### src/rtl/conv_pkg.sv
// Shared types and helpers for the sequential 2D convolution engine.
//   conv_state_e : FSM state encoding (IDLE=0 .. DONE=4), visible on state_o
//   idx_width    : ceil(log2(n)) with a floor of one bit, for index/select widths
package conv_pkg;

  typedef enum logic [2:0] {
    StIdle = 3'd0,
    StLoad = 3'd1,
    StMac  = 3'd2,
    StEmit = 3'd3,
    StDone = 3'd4
  } conv_state_e;

  function automatic int unsigned idx_width(input int unsigned n);
    int unsigned w;
    w = 1;
    while ((32'd1 << w) < n) begin
      w = w + 1;
    end
    return w;
  endfunction

endpackage

### src/rtl/mac_unit.sv
// Single unsigned multiply-accumulate stage.
//   clk_i, reset_i : clock, asynchronous active-high reset
//   clr_i          : zero the accumulator (wins over en_i)
//   en_i           : add a_i*b_i into the accumulator
//   a_i, b_i       : DW-bit unsigned operands
//   acc_o          : ACC_W-bit running sum
module mac_unit #(
  parameter int unsigned DW    = 8,
  parameter int unsigned ACC_W = 20
) (
  input  logic             clk_i,
  input  logic             reset_i,
  input  logic             clr_i,
  input  logic             en_i,
  input  logic [DW-1:0]    a_i,
  input  logic [DW-1:0]    b_i,
  output logic [ACC_W-1:0] acc_o
);

  logic [2*DW-1:0]  prod;
  logic [ACC_W-1:0] acc_q;

  assign prod  = {{DW{1'b0}}, a_i} * {{DW{1'b0}}, b_i};
  assign acc_o = acc_q;

  always_ff @(posedge clk_i or posedge reset_i) begin
    if (reset_i) begin
      acc_q <= '0;
    end else if (clr_i) begin
      acc_q <= '0;
    end else if (en_i) begin
      acc_q <= acc_q + ACC_W'(prod);
    end
  end

endmodule

### src/rtl/conv2d_seq_engine.sv
// Valid-mode 2D correlation of an IMG_N x IMG_N image with a KER_K x KER_K kernel using one
// sequential MAC. Results stream out row-major over a valid/ready handshake.
//   clk_i, reset_i     : clock, asynchronous active-high reset
//   run_i              : start request, level-sampled in IDLE and DONE
//   img_flat_i         : image, element (r,c) at [(r*IMG_N+c)*DW +: DW]
//   ker_flat_i         : kernel, element (i,j) at [(i*KER_K+j)*DW +: DW]
//   out_valid_o/ready_i: result handshake
//   out_data_o         : saturated (SAT=1) or truncated result
//   out_sat_o          : accumulator exceeded 2^OUT_W-1
//   out_row_o/col_o    : position of the presented result
//   busy_o, done_o     : LOAD/MAC/EMIT, DONE
//   state_o            : FSM encoding
module conv2d_seq_engine
  import conv_pkg::*;
#(
  parameter int unsigned IMG_N = 4,
  parameter int unsigned KER_K = 3,
  parameter int unsigned DW    = 8,
  parameter int unsigned OUT_W = 8,
  parameter int unsigned SAT   = 1
) (
  input  logic                                   clk_i,
  input  logic                                   reset_i,
  input  logic                                   run_i,
  input  logic [IMG_N*IMG_N*DW-1:0]              img_flat_i,
  input  logic [KER_K*KER_K*DW-1:0]              ker_flat_i,
  output logic                                   out_valid_o,
  input  logic                                   out_ready_i,
  output logic [OUT_W-1:0]                       out_data_o,
  output logic                                   out_sat_o,
  output logic [idx_width(IMG_N-KER_K+1)-1:0]    out_row_o,
  output logic [idx_width(IMG_N-KER_K+1)-1:0]    out_col_o,
  output logic                                   busy_o,
  output logic                                   done_o,
  output logic [2:0]                             state_o
);

  localparam int unsigned OUT_N    = IMG_N - KER_K + 1;
  localparam int unsigned ACC_W    = 2 * DW + $clog2(KER_K * KER_K);
  localparam int unsigned OW       = idx_width(OUT_N);
  localparam int unsigned KW       = idx_width(KER_K);
  localparam int unsigned IMG_BITS = IMG_N * IMG_N * DW;
  localparam int unsigned KER_BITS = KER_K * KER_K * DW;
  localparam int unsigned IB_W     = idx_width(IMG_BITS);
  localparam int unsigned KB_W     = idx_width(KER_BITS);
  localparam int unsigned EXT_W    = ACC_W + OUT_W;

  conv_state_e         state_q, state_d;
  logic [OW-1:0]       row_q, row_d, col_q, col_d;
  logic [KW-1:0]       i_q, i_d, j_q, j_d;
  logic [IMG_BITS-1:0] img_q;
  logic [KER_BITS-1:0] ker_q;
  logic                load_en, mac_clr, mac_en;
  logic [IB_W-1:0]     img_lsb;
  logic [KB_W-1:0]     ker_lsb;
  logic [DW-1:0]       pix, wgt;
  logic [ACC_W-1:0]    acc;
  logic [EXT_W-1:0]    acc_ext, max_ext;
  logic                over, last_res, emit;

  // Bit offsets of img[row+i][col+j] and ker[i][j] in the captured operand registers.
  assign img_lsb = IB_W'(((32'(row_q) + 32'(i_q)) * IMG_N + 32'(col_q) + 32'(j_q)) * DW);
  assign ker_lsb = KB_W'((32'(i_q) * KER_K + 32'(j_q)) * DW);
  assign pix     = img_q[img_lsb +: DW];
  assign wgt     = ker_q[ker_lsb +: DW];

  mac_unit #(
    .DW    (DW),
    .ACC_W (ACC_W)
  ) u_mac (
    .clk_i   (clk_i),
    .reset_i (reset_i),
    .clr_i   (mac_clr),
    .en_i    (mac_en),
    .a_i     (pix),
    .b_i     (wgt),
    .acc_o   (acc)
  );

  assign last_res = (row_q == OW'(OUT_N - 1)) && (col_q == OW'(OUT_N - 1));

  always_comb begin
    state_d = state_q;
    row_d   = row_q;
    col_d   = col_q;
    i_d     = i_q;
    j_d     = j_q;
    load_en = 1'b0;
    mac_clr = 1'b0;
    mac_en  = 1'b0;
    case (state_q)
      StIdle: begin
        if (run_i) state_d = StLoad;
      end
      StLoad: begin
        load_en = 1'b1;
        mac_clr = 1'b1;
        row_d   = '0;
        col_d   = '0;
        i_d     = '0;
        j_d     = '0;
        state_d = StMac;
      end
      StMac: begin
        mac_en = 1'b1;
        if (j_q == KW'(KER_K - 1)) begin
          j_d = '0;
          if (i_q == KW'(KER_K - 1)) begin
            i_d     = '0;
            state_d = StEmit;
          end else begin
            i_d = i_q + 1'b1;
          end
        end else begin
          j_d = j_q + 1'b1;
        end
      end
      StEmit: begin
        if (out_ready_i) begin
          if (last_res) begin
            state_d = StDone;
          end else begin
            mac_clr = 1'b1;
            i_d     = '0;
            j_d     = '0;
            state_d = StMac;
            if (col_q == OW'(OUT_N - 1)) begin
              col_d = '0;
              row_d = row_q + 1'b1;
            end else begin
              col_d = col_q + 1'b1;
            end
          end
        end
      end
      StDone: begin
        if (!run_i) state_d = StIdle;
      end
      default: state_d = StIdle;
    endcase
  end

  always_ff @(posedge clk_i or posedge reset_i) begin
    if (reset_i) begin
      state_q <= StIdle;
      row_q   <= '0;
      col_q   <= '0;
      i_q     <= '0;
      j_q     <= '0;
      img_q   <= '0;
      ker_q   <= '0;
    end else begin
      state_q <= state_d;
      row_q   <= row_d;
      col_q   <= col_d;
      i_q     <= i_d;
      j_q     <= j_d;
      if (load_en) begin
        img_q <= img_flat_i;
        ker_q <= ker_flat_i;
      end
    end
  end

  // Widen both sides so the overflow test also works when OUT_W >= ACC_W.
  assign acc_ext = EXT_W'(acc);
  assign max_ext = EXT_W'({OUT_W{1'b1}});
  assign over    = acc_ext > max_ext;
  assign emit    = (state_q == StEmit);

  // acc and the position counters are frozen in EMIT, so these are stable while stalled.
  assign out_valid_o = emit;
  assign out_sat_o   = emit & over;
  assign out_data_o  = !emit ? '0 : ((SAT != 0 && over) ? {OUT_W{1'b1}} : acc_ext[OUT_W-1:0]);
  assign out_row_o   = emit ? row_q : '0;
  assign out_col_o   = emit ? col_q : '0;
  assign busy_o      = (state_q == StLoad) || (state_q == StMac) || emit;
  assign done_o      = (state_q == StDone);
  assign state_o     = state_q;

endmodule

### config.mk
export PLATFORM = sky130hd
export DESIGN_NAME = conv2d_seq_engine
export DESIGN_NICKNAME = d
export VERILOG_FILES = /design/src/rtl/conv_pkg.sv /design/src/rtl/mac_unit.sv /design/src/rtl/conv2d_seq_engine.sv
export SDC_FILE = /design/constraint.sdc
export NUM_CORES = 1
export LEC_CHECK = 0
export CAP_MARGIN = 20
export CORE_MARGIN = 4
export CORE_UTILIZATION = 25
export DETAILED_ROUTE_END_ITERATION = 7
export PLACE_DENSITY = 0.42
export REMOVE_ABC_BUFFERS = 1
export SYNTH_ARGS = -nofsm -noshare
export SYNTH_HDL_FRONTEND = slang
export SYNTH_HIERARCHICAL = 1
export SYNTH_SLANG_ARGS = --single-unit
### constraint.sdc
create_clock -name clk_i -period 7 [get_ports clk_i]
set_input_delay 1.05 -clock clk_i [delete_from_list [all_inputs] [get_ports clk_i]]
set_output_delay 1.05 -clock clk_i [all_outputs]
set_load 0.01 [all_outputs]
# Yosys cells after proc, flatten, opt, wreduce, memory -nomap -nowiden
# Index checks and enable logic that the tools add are counted.
[op_classes] reduce_logical=12 n_eq_ne=13 muxes=33 n_shift=2 n_bitwise=1 magnitude_cmp=1 n_mul=2 n_addsub=9
[op_table] op="indexed part select 128 x 8 -> 8 bit" n=1
[op_table] op="indexed part select 72 x 8 -> 8 bit" n=1
[op_table] op="2-to-1 mux 20 bit" n=2
[op_table] op="adder 20 x 16 -> 20 bit" n=1
[op_table] op="> comparator 20 x 8 -> 1 bit (second input constant)" n=1
[op_table] op="2-to-1 mux 3 bit" n=6
[op_table] op="multiplier 8 x 8 -> 16 bit" n=1
[op_table] op="2-to-1 mux 8 bit" n=2
[op_table] op="case mux 3 bit (5 select lines)" n=1
[op_table] op="!= test 2 bit (second input constant)" n=7
[op_table] op="2-to-1 mux 1 bit" n=12
[op_table] op="case mux 2 bit (3 select lines)" n=2
[op_table] op="2-to-1 mux 2 bit" n=5
[op_table] op="adder 4 x 2 -> 4 bit" n=2
[op_table] op="AND reduction 4 bit" n=2
[op_table] op="== test 3 x 2 -> 1 bit (second input constant)" n=2
[op_table] op="case mux 1 bit (2 select lines)" n=3
[op_table] op="AND reduction 3 bit" n=2
[op_table] op="AND reduction 5 bit" n=1
[op_table] op="adder 2 x 1 -> 2 bit (second input constant)" n=2
[op_table] op="adder 4 x 1 -> 4 bit" n=1
[op_table] op="== test 2 bit (second input constant)" n=2
[op_table] op="multiplier 2 x 2 -> 4 bit (second input constant)" n=1
[op_table] op="nonzero test 2 bit" n=2
[op_table] op="other kinds (9)" n=11
[totals] output_inout_bits=17 word_cells=81 reg_bits=229

# Longest topological paths before layout
# Gate-level depths: netlist of run 1.
[logic_depth] word_depth=8 mapped_depth=24 ltp_nobuf=22

# Cells and area by module
# The synthesis of run 1 kept the hierarchy.
[by_module_without_submodules] mod="conv2d_seq_engine" n_inst=1 seq_area_each_um2=5230.0 area_each_um2=9774.4 cells_each=642
[by_module_without_submodules] mod="mac_unit" n_inst=1 seq_area_each_um2=500.5 area_each_um2=3781.1 cells_each=453

# Worst setup path before layout of run 1
# No wires, ideal clock.
[synth_timing] path_kind="register to register" from="register i_q[1]" to="register u_mac.acc_q[8], in the netlist u_mac/acc_o[8]" path_buffers=1 path_stages_with_launch=22 required_time_ns=6.864 path_slack_ns=0.520 setup_ns=0.136 t_arrival_ns=6.344 period_less_slack_ns=6.480 path_cell_list="dfrtp_1 > fa_1 > ha_1 > fa_1 > clkbuf_1 > nand2_1 > o22ai_1 > o31ai_1 > nand2_1 > fa_1 > fa_1 > inv_1 > fa_1 > inv_1 > fa_1 > inv_1 > ha_1 > and2_4 > a221o_1 > or3_2 > nand3_1 > a21oi_1"
[synth_between] elab_cells_between_ends=11 cone_classes="add/sub (5); mul (2); shift (2); mux (2)"
[synth_lines] element="from (decl)" line="conv2d_seq_engine.sv:50" text="logic [KW-1:0] i_q, i_d, j_q, j_d;"
[synth_lines] element="from (signal assigned)" line="conv2d_seq_engine.sv:156" text="i_q <= i_d;"
[synth_lines] element="multiplier 2 x 2 -> 4 bit" line="conv2d_seq_engine.sv:63" text="assign ker_lsb = KB_W'((32'(i_q) * KER_K + 32'(j_q)) * DW);"
[synth_lines] element="adder 4 x 2 -> 4 bit" line="conv2d_seq_engine.sv:63"
[synth_lines] element="indexed part select 72 x 8 -> 8 bit" line="conv2d_seq_engine.sv:65" text="assign wgt = ker_q[ker_lsb +: DW];"
[synth_lines] element="via wgt[7]" line="conv2d_seq_engine.sv:56" text="logic [DW-1:0] pix, wgt;"
[synth_lines] element="multiplier 8 x 8 -> 16 bit" line="mac_unit.sv:23" text="assign prod = {{DW{1'b0}}, a_i} * {{DW{1'b0}}, b_i};"
[synth_lines] element="adder 20 x 16 -> 20 bit" line="mac_unit.sv:32" text="acc_q <= acc_q + ACC_W'(prod);"
[synth_lines] element="2-to-1 mux 20 bit" line="mac_unit.sv:31" text="end else if (en_i) begin"
[synth_lines] element="2-to-1 mux 20 bit" line="mac_unit.sv:29" text="end else if (clr_i) begin"
[synth_lines] element="to (signal assigned)" line="mac_unit.sv:32"
[synth_lines] element="to (decl)" line="mac_unit.sv:21" text="logic [ACC_W-1:0] acc_q;"
# The timed path passes the listed nets, and every way through them passes these cells. The select of a mux whose other input is x is not followed.
# A chain may end at the register's enable or synchronous reset.

# Worst setup path in the final report of run 1
[layout_timing] from="register i_q[0]" to="register u_mac.acc_q[14], in the netlist u_mac/acc_o[14]"
[layout_between] elab_chain_len=8 elab_cells_between_ends=11 cone_classes="add/sub (5); mul (2); shift (2); mux (2)"
[layout_lines] element="adder 1 x 2 -> 2 bit" line="conv2d_seq_engine.sv:62" text="assign img_lsb = IB_W'(((32'(row_q) + 32'(i_q)) * IMG_N + 32'(col_q) + 32'(j_q)) * DW);"
[layout_lines] element="adder 4 x 1 -> 4 bit" line="conv2d_seq_engine.sv:62"
[layout_lines] element="adder 4 x 2 -> 4 bit" line="conv2d_seq_engine.sv:62"
[layout_lines] element="indexed part select 128 x 8 -> 8 bit" line="conv2d_seq_engine.sv:64" text="assign pix = img_q[img_lsb +: DW];"
[layout_lines] element="via pix[5]" line="conv2d_seq_engine.sv:56"
[layout_lines] element="multiplier 8 x 8 -> 16 bit" line="mac_unit.sv:23"
[layout_lines] element="adder 20 x 16 -> 20 bit" line="mac_unit.sv:32"
[layout_lines] element="2-to-1 mux 20 bit" line="mac_unit.sv:31"
[layout_lines] element="2-to-1 mux 20 bit" line="mac_unit.sv:29"
# The timed path passes the listed nets, and every way through them passes these cells. The select of a mux whose other input is x is not followed.

==> results of run 1 <==
## how the worst max path moves through the flow
stage / from / end / slack (ns) / cells past startpoint
2_1_floorplan: state_o[2] / img_q[0] / -3.08 / 3
3_3_place_gp: i_q[0] / u_mac/acc_o[14] / 0.32 / 21
3_5_place_dp: i_q[0] / u_mac/acc_o[18] / 0.20 / 21
4_1_cts: i_q[0] / u_mac/acc_o[18] / 0.22 / 21
5_1_grt: i_q[0] / u_mac/acc_o[16] / 0.05 / 21
6_report: i_q[0] / u_mac/acc_o[14] / 0.42 / 20
## metal layers
| metal | vias to the layer above | wire (um) | GRT usage [%] |
|---|---|---|---|
| met1 | 4694 | 16530 | 17.11 |
| met2 | 167 | 19640 | 23.10 |
| li1 | 4315 | - | - |
| met3 | 51 | 2294 | 3.325 |
| met4 | 4 | 849 | 3.443 |
| met5 | - | 15 | 0 |
## cells by family after synthesis
group | count (synthesis) | share of synthesized area, %
xor gates and xnor gates | 5 | 0.3784
muxes | 280 | 26.85
and+or+nand+nor | 199 | 7.338
buffers and inverters | 167 | 5.169
DFF | 229 | 42.27
AOI/OAI and AO/OA | 114 | 5.788
adders and majority gates | 101 | 12.20
## worst max-delay path, delay by kind of cell (launching register included)
family / cells / cell delay (ns)
fa+ha+maj: 6 / 2.82
buf+inv: 4 / 0.34
mux: 2 / 0.41
simple gates: 4 / 0.82
flops: 1 / 0.46
xor+xnor: 1 / 0.22
compound gates: 3 / 1.45
## per-stage QoR
stage          setup TNS (ns)  hold slack [ns]  utilization [%]  setup slack (ns)
6_report                    0           0.4976            32.91            0.4184
5_1_grt                     0           0.5129            32.91           0.04873
4_1_cts                     0           0.5024            32.81            0.2195
3_5_place_dp                0           0.4895            31.02            0.1969
3_3_place_gp                0           0.4846            31.02            0.3211
2_1_floorplan         -617.67           0.4723                -            -3.076
## layout make-up
cell class | instances | area (um^2) | share of cell area, %
antenna | 4 | 10.01 | 0.05663
clock buffer | 42 | 865.8 | 4.898
clock inverter | 10 | 96.34 | 0.5451
inverter | 110 | 420.4 | 2.378
multi-input combinational | 699 | 7162 | 40.52
sequential | 229 | 5731 | 32.42
tap | 696 | 870.8 | 4.927
timing repair buffer | 253 | 2520 | 14.26
## cells in the mapped netlist (2+ instances only)
library cell and instances:
a21oi_1 16, nand2_1 61, dfrtp_1 229, a2111oi_0 2, or3_1 3, nand4_1 4
and2_1 34, o21ai_1 8, o21bai_1 2, mux4_2 25, nand3b_1 3, buf_6 2
o211ai_1 6, mux2i_1 16, or2_2 2, nand3_1 13, o22ai_1 8, o32ai_1 2
inv_1 109, nor2_1 39, xnor2_1 4, nand2b_1 10, ha_1 49, and3_1 4
fa_1 52, a211oi_1 3, a22o_1 2, a211o_1 2, o21ai_0 16, a21o_1 12
nor3b_1 2, nor3_1 6, buf_2 30, buf_1 2, nor2b_1 7, mux2_2 224
a31oi_1 5, mux4_1 15, o31ai_1 9, clkbuf_1 20, o21a_1 3, nor4_1 6
## state kept, by name, indices dropped and copies added (netlist names)
name	flops
row_q	1
ker_q	72
i_q	2
u_mac/acc_o	20
img_q	128
col_q	1
j_q	2
state_o	3
==> metrics.txt, run 1 <==
Fin. Hold Viols=0; grt total ovfl=0; IO Count=221; Slew @ Worst Pin=1.036 ns; via count=9231; H-tree levels=1; Syn Inst Count=1095; die area=0.05801 mm^2; hold_buf cts=0; Worst Hold Launch=img_q[74]; CP Capture Type=flip-flop; TritonCTS sink count=229; Synth area leaders=dfrtp_1 (42%), mux2_2 (19%), fa_1 (7.7%), ha_1 (4.5%), mux4_2 (4.2%); R2R Path End=u_mac/acc_o[14]; Residual DRC=0; core area=0.05371 mm^2; Post-Syn Area=0.01356 mm^2; Site Rows=85; R2R Setup Slk=0.42 ns; commonest non-fill, non-tap cells in the layout=dfrtp_1 (229), mux2_2 (224), clkdlybuf4s50_1 (220); Setup Fix Bufs, Post-CTS=0; Reg-to-Reg Start=i_q[0]; Reg clk slew, reported paths=0.06 ns; Max stage delay on crit path=0.80 ns; Max Fanout on Critical Path=21; Critical Path Source Type=flip-flop; CP Class=reg2reg; initial antenna violation count=5; Syn. warnings=6; layout cells sized above 1=25.91%; Bufs on Longest Clock Path=3; total global routing track utilization=13.45%; DRT iter0 DRCs=447; reg2reg path depth=20; Post-DP Area=0.01666 mm^2; Chip Width=240.9 um; Die H=240.9 um; period utilization=94.02%; CP max stage cell=o21ai_1; Final Skew=0.01717 ns; NumNets Final=1628; TritonCTS clock tree=built; Non-Filler Instances=2043; max-cap viol count=0; vias in the first global route=10062; via-per-instance ratio=4.518; initial core utilization=25.24%; Syn-to-layout area delta=30.40%; Routed WL=39330 um; clock root buffer=clkbuf_16; post-DP HPWL=29640 um; largest net degree at the start of global routing=145; Max Clock Freq=151.9 MHz; Syn Area/Cell=12.38 um^2; Design Area, Final=0.01768 mm^2; Seq cells post-synth=229; Cells on Worst Hold Path=1; DRT Pass-1 Iters=4; Top FF cell, synth=dfrtp_1; post-route ant nets=0; fillcell total=5350; ys async rst share=100.0%; CP most frequent cell=fa_1; sequential element share of the synthesized area=42.27%; commonest non-fill, non-tap cell in the layout=dfrtp_1; post-CTS resize count=0; clk_lat worst skew=0.57 ns; worst path cell trace=ha_1 > xor2_4 > buf_12 > mux4_1 > mux2i_1 > o21ai_1 > nand2_1 > fa_1 > fa_1 > inv_1 > fa_1 > inv_1 > fa_1 > inv_1 > ha_1 > and2_4 > a221o_1 > o21ba_1 > or3_1 > nand3_1; Synth top area share=42.27%; Max-Slew Margin vs Limit=30.45%; DP Cell Count=1985; fin crit period=6.582 ns; port buffer count=220; worst endpoint required time=7.51 ns; first-pass GRT wire length=60230 um; Post-synth EDFFs=0; CTS buffer count=30; Hold WC Path Type=reg2reg; WL per Instance=19.25 um; Yosys cell types=70; Slew Limit Fails=0; RSZ-0062 raised after global routing=false; post-synth top area cell=dfrtp_1; CP arrival=7.09 ns; Final setup viols=0; GPL Wtd Cong=0.8013; outcome=finished clean; worst hold endpoint=img_q[74]
Power of run 1 is not shown: default switching activity piles up to over one toggle a cycle in this logic, so the estimate is an artifact.
==> run 2, diff against run 1 <==
--- a/config.mk
+++ b/config.mk
@@ -7,9 +7,9 @@
 export LEC_CHECK = 0
 export CAP_MARGIN = 20
 export CORE_MARGIN = 4
-export CORE_UTILIZATION = 25
+export CORE_UTILIZATION = 49
 export DETAILED_ROUTE_END_ITERATION = 7
-export PLACE_DENSITY = 0.42
+export PLACE_DENSITY = 0.74
 export REMOVE_ABC_BUFFERS = 1
 export SYNTH_ARGS = -nofsm -noshare
 export SYNTH_HDL_FRONTEND = slang
==> metrics.txt, run 2 (same netlist as run 1, synthesis figures left out) <==
TritonCTS sink count=229 (unchanged); port buffer count=220 (unchanged); WL per Instance=19.00 um (-1.3%); post-route ant nets=0 (unchanged); commonest non-fill, non-tap cells in the layout=dfrtp_1 (228), mux2_2 (224), clkdlybuf4s50_1 (220); Chip Width=174.3 um (-28%); CP Class=reg2reg; period utilization=95.93% (+1.9 points); worst endpoint required time=7.44 ns (-0.07 ns); Syn-to-layout area delta=25.87%; via-per-instance ratio=5.428 (+20%); commonest non-fill, non-tap cell in the layout=dfrtp_1; grt total ovfl=0 (unchanged); Reg clk slew, reported paths=0.06 ns (about the same); Routed WL=32350 um (-18%); post-CTS resize count=0 (unchanged); Final setup viols=0 (unchanged); Max-Slew Margin vs Limit=29.70% (-0.74 points); Max Fanout on Critical Path=9 (-57%); H-tree levels=1 (unchanged); CP arrival=7.16 ns (+0.07 ns); core area=0.02710 mm^2 (-50%); via count=9244 (+0.14%); fin crit period=6.715 ns (+0.1333 ns); Site Rows=60 (-29%); Die H=174.3 um (-28%); largest net degree at the start of global routing=121 (-17%); Bufs on Longest Clock Path=3 (unchanged); max-cap viol count=0 (unchanged); Fin Setup TNS=0 ns (unchanged); CTS buffer count=25 (-17%); hold_buf cts=0 (unchanged); die area=0.03039 mm^2 (-48%); Slew Limit Fails=0 (unchanged); DRT iter0 DRCs=473 (+5.8%); total global routing track utilization=21.06% (+7.6 points); RSZ-0062 raised after global routing=false; GPL Wtd Cong=0.9008 (+12%); Hold WC Path Type=reg2reg; first-pass GRT wire length=52010 um (-14%); vias in the first global route=9941 (-1.2%); initial core utilization=50.02% (+25 points); post-DP HPWL=24100 um (-19%); DRT Pass-1 Iters=4 (unchanged); Slew @ Worst Pin=1.047 ns (+0.01106 ns); Top reg by flops=img_q; initial antenna violation count=4 (-1); IO Count=221 (unchanged); Critical Path Source Type=flip-flop; Setup Fix Bufs, Post-CTS=0 (unchanged); Residual DRC=0 (unchanged); Final Skew=0.02538 ns (+0.008202 ns); Fin. Hold Viols=0 (unchanged); max reg flops=128 (unchanged); Max Clock Freq=148.9 MHz (-2.0%); NumNets Final=1616 (-0.74%); clk_lat worst skew=0.53 ns (-0.04 ns); CP Capture Type=flip-flop; layout cells sized above 1=25.13% (-0.78 points); TritonCTS clock tree=built; clock root buffer=clkbuf_16; outcome=finished clean
## run 2: changes by cell type in the layout (fill, tap and decap cells not counted), sizes merged
cell,before,now
clkbuf,43,37
diode,4,2
bufinv,1,2
clkinv,8,5
buf,32,26
## run 2: final cells by class
class / instances / area (um^2)
antenna: 2 / 5.005
clock buffer: 37 / 750.7
clock inverter: 8 / 96.34
fill: 2079 / 10040
inverter: 110 / 420.4
multi-input combinational: 699 / 7151
sequential: 229 / 5732
tap: 372 / 465.4
timing repair buffer: 246 / 2442
## run 2: worst paths after layout
| path | to | slack (ns) | from | depth (start not counted) |
|---|---|---|---|---|
| worst max-delay path | u_mac/acc_o[14] | 0.29 | i_q[0] | 23 |
| worst min-delay path | img_q[110] | 0.50 | img_q[110] | 1 |
| worst max register to register | u_mac/acc_o[14] | 0.29 | i_q[0] | 23 |
| worst min register to register | img_q[110] | 0.50 | img_q[110] | 1 |
| max in group asynchronous | ker_q[8] | 4.75 | reset_i | 3 |
| min in group asynchronous | img_q[24] | 1.12 | reset_i | 2 |
## run 2: critical path, cell delays in order (launching register included)
cell and delay, ns:
dfrtp_1 0.46, fa_1 0.50, ha_1 0.22, fa_1 0.48, buf_4 0.19, nor4b_2 0.23, buf_4 0.20, nand2_1 0.06
o31ai_1 0.06, buf_4 0.20, nand2_1 0.08, fa_1 0.56, fa_1 0.56, inv_1 0.06, fa_1 0.53, inv_1 0.05
fa_1 0.54, inv_1 0.04, ha_1 0.33, and2_4 0.18, a221o_1 0.39, o21ba_1 0.27, or3_1 0.38, nand3_1 0.07
## run 2: per-stage QoR
stage	setup slack, ns	util [%]	hold WS (ns)	instance area [um^2]	instances
2_1_floorplan	-3.076	-	0.4723	13270	1038
6_report	0.2851	62.96	0.4981	17060	1703
4_1_cts	0.1112	62.90	0.5027	17050	1701
3_3_place_gp	0.4169	59.67	0.4823	16170	1655
3_5_place_dp	0.1248	59.77	0.4894	16200	1656
5_1_grt	0.02520	62.96	0.5095	17060	1703
## run 2: metal layers
metal | part of all wire, % | global-route usage [%] | vias to the layer above
met3 | 7.2 | 5.916 | 50
met2 | 50 | 36.26 | 228
met1 | 41 | 26.70 | 4679
met5 | 0.074 | 0 | -
li1 | - | - | 4283
met4 | 2.0 | 4.520 | 4
Power of run 2 is left out for the same reason.
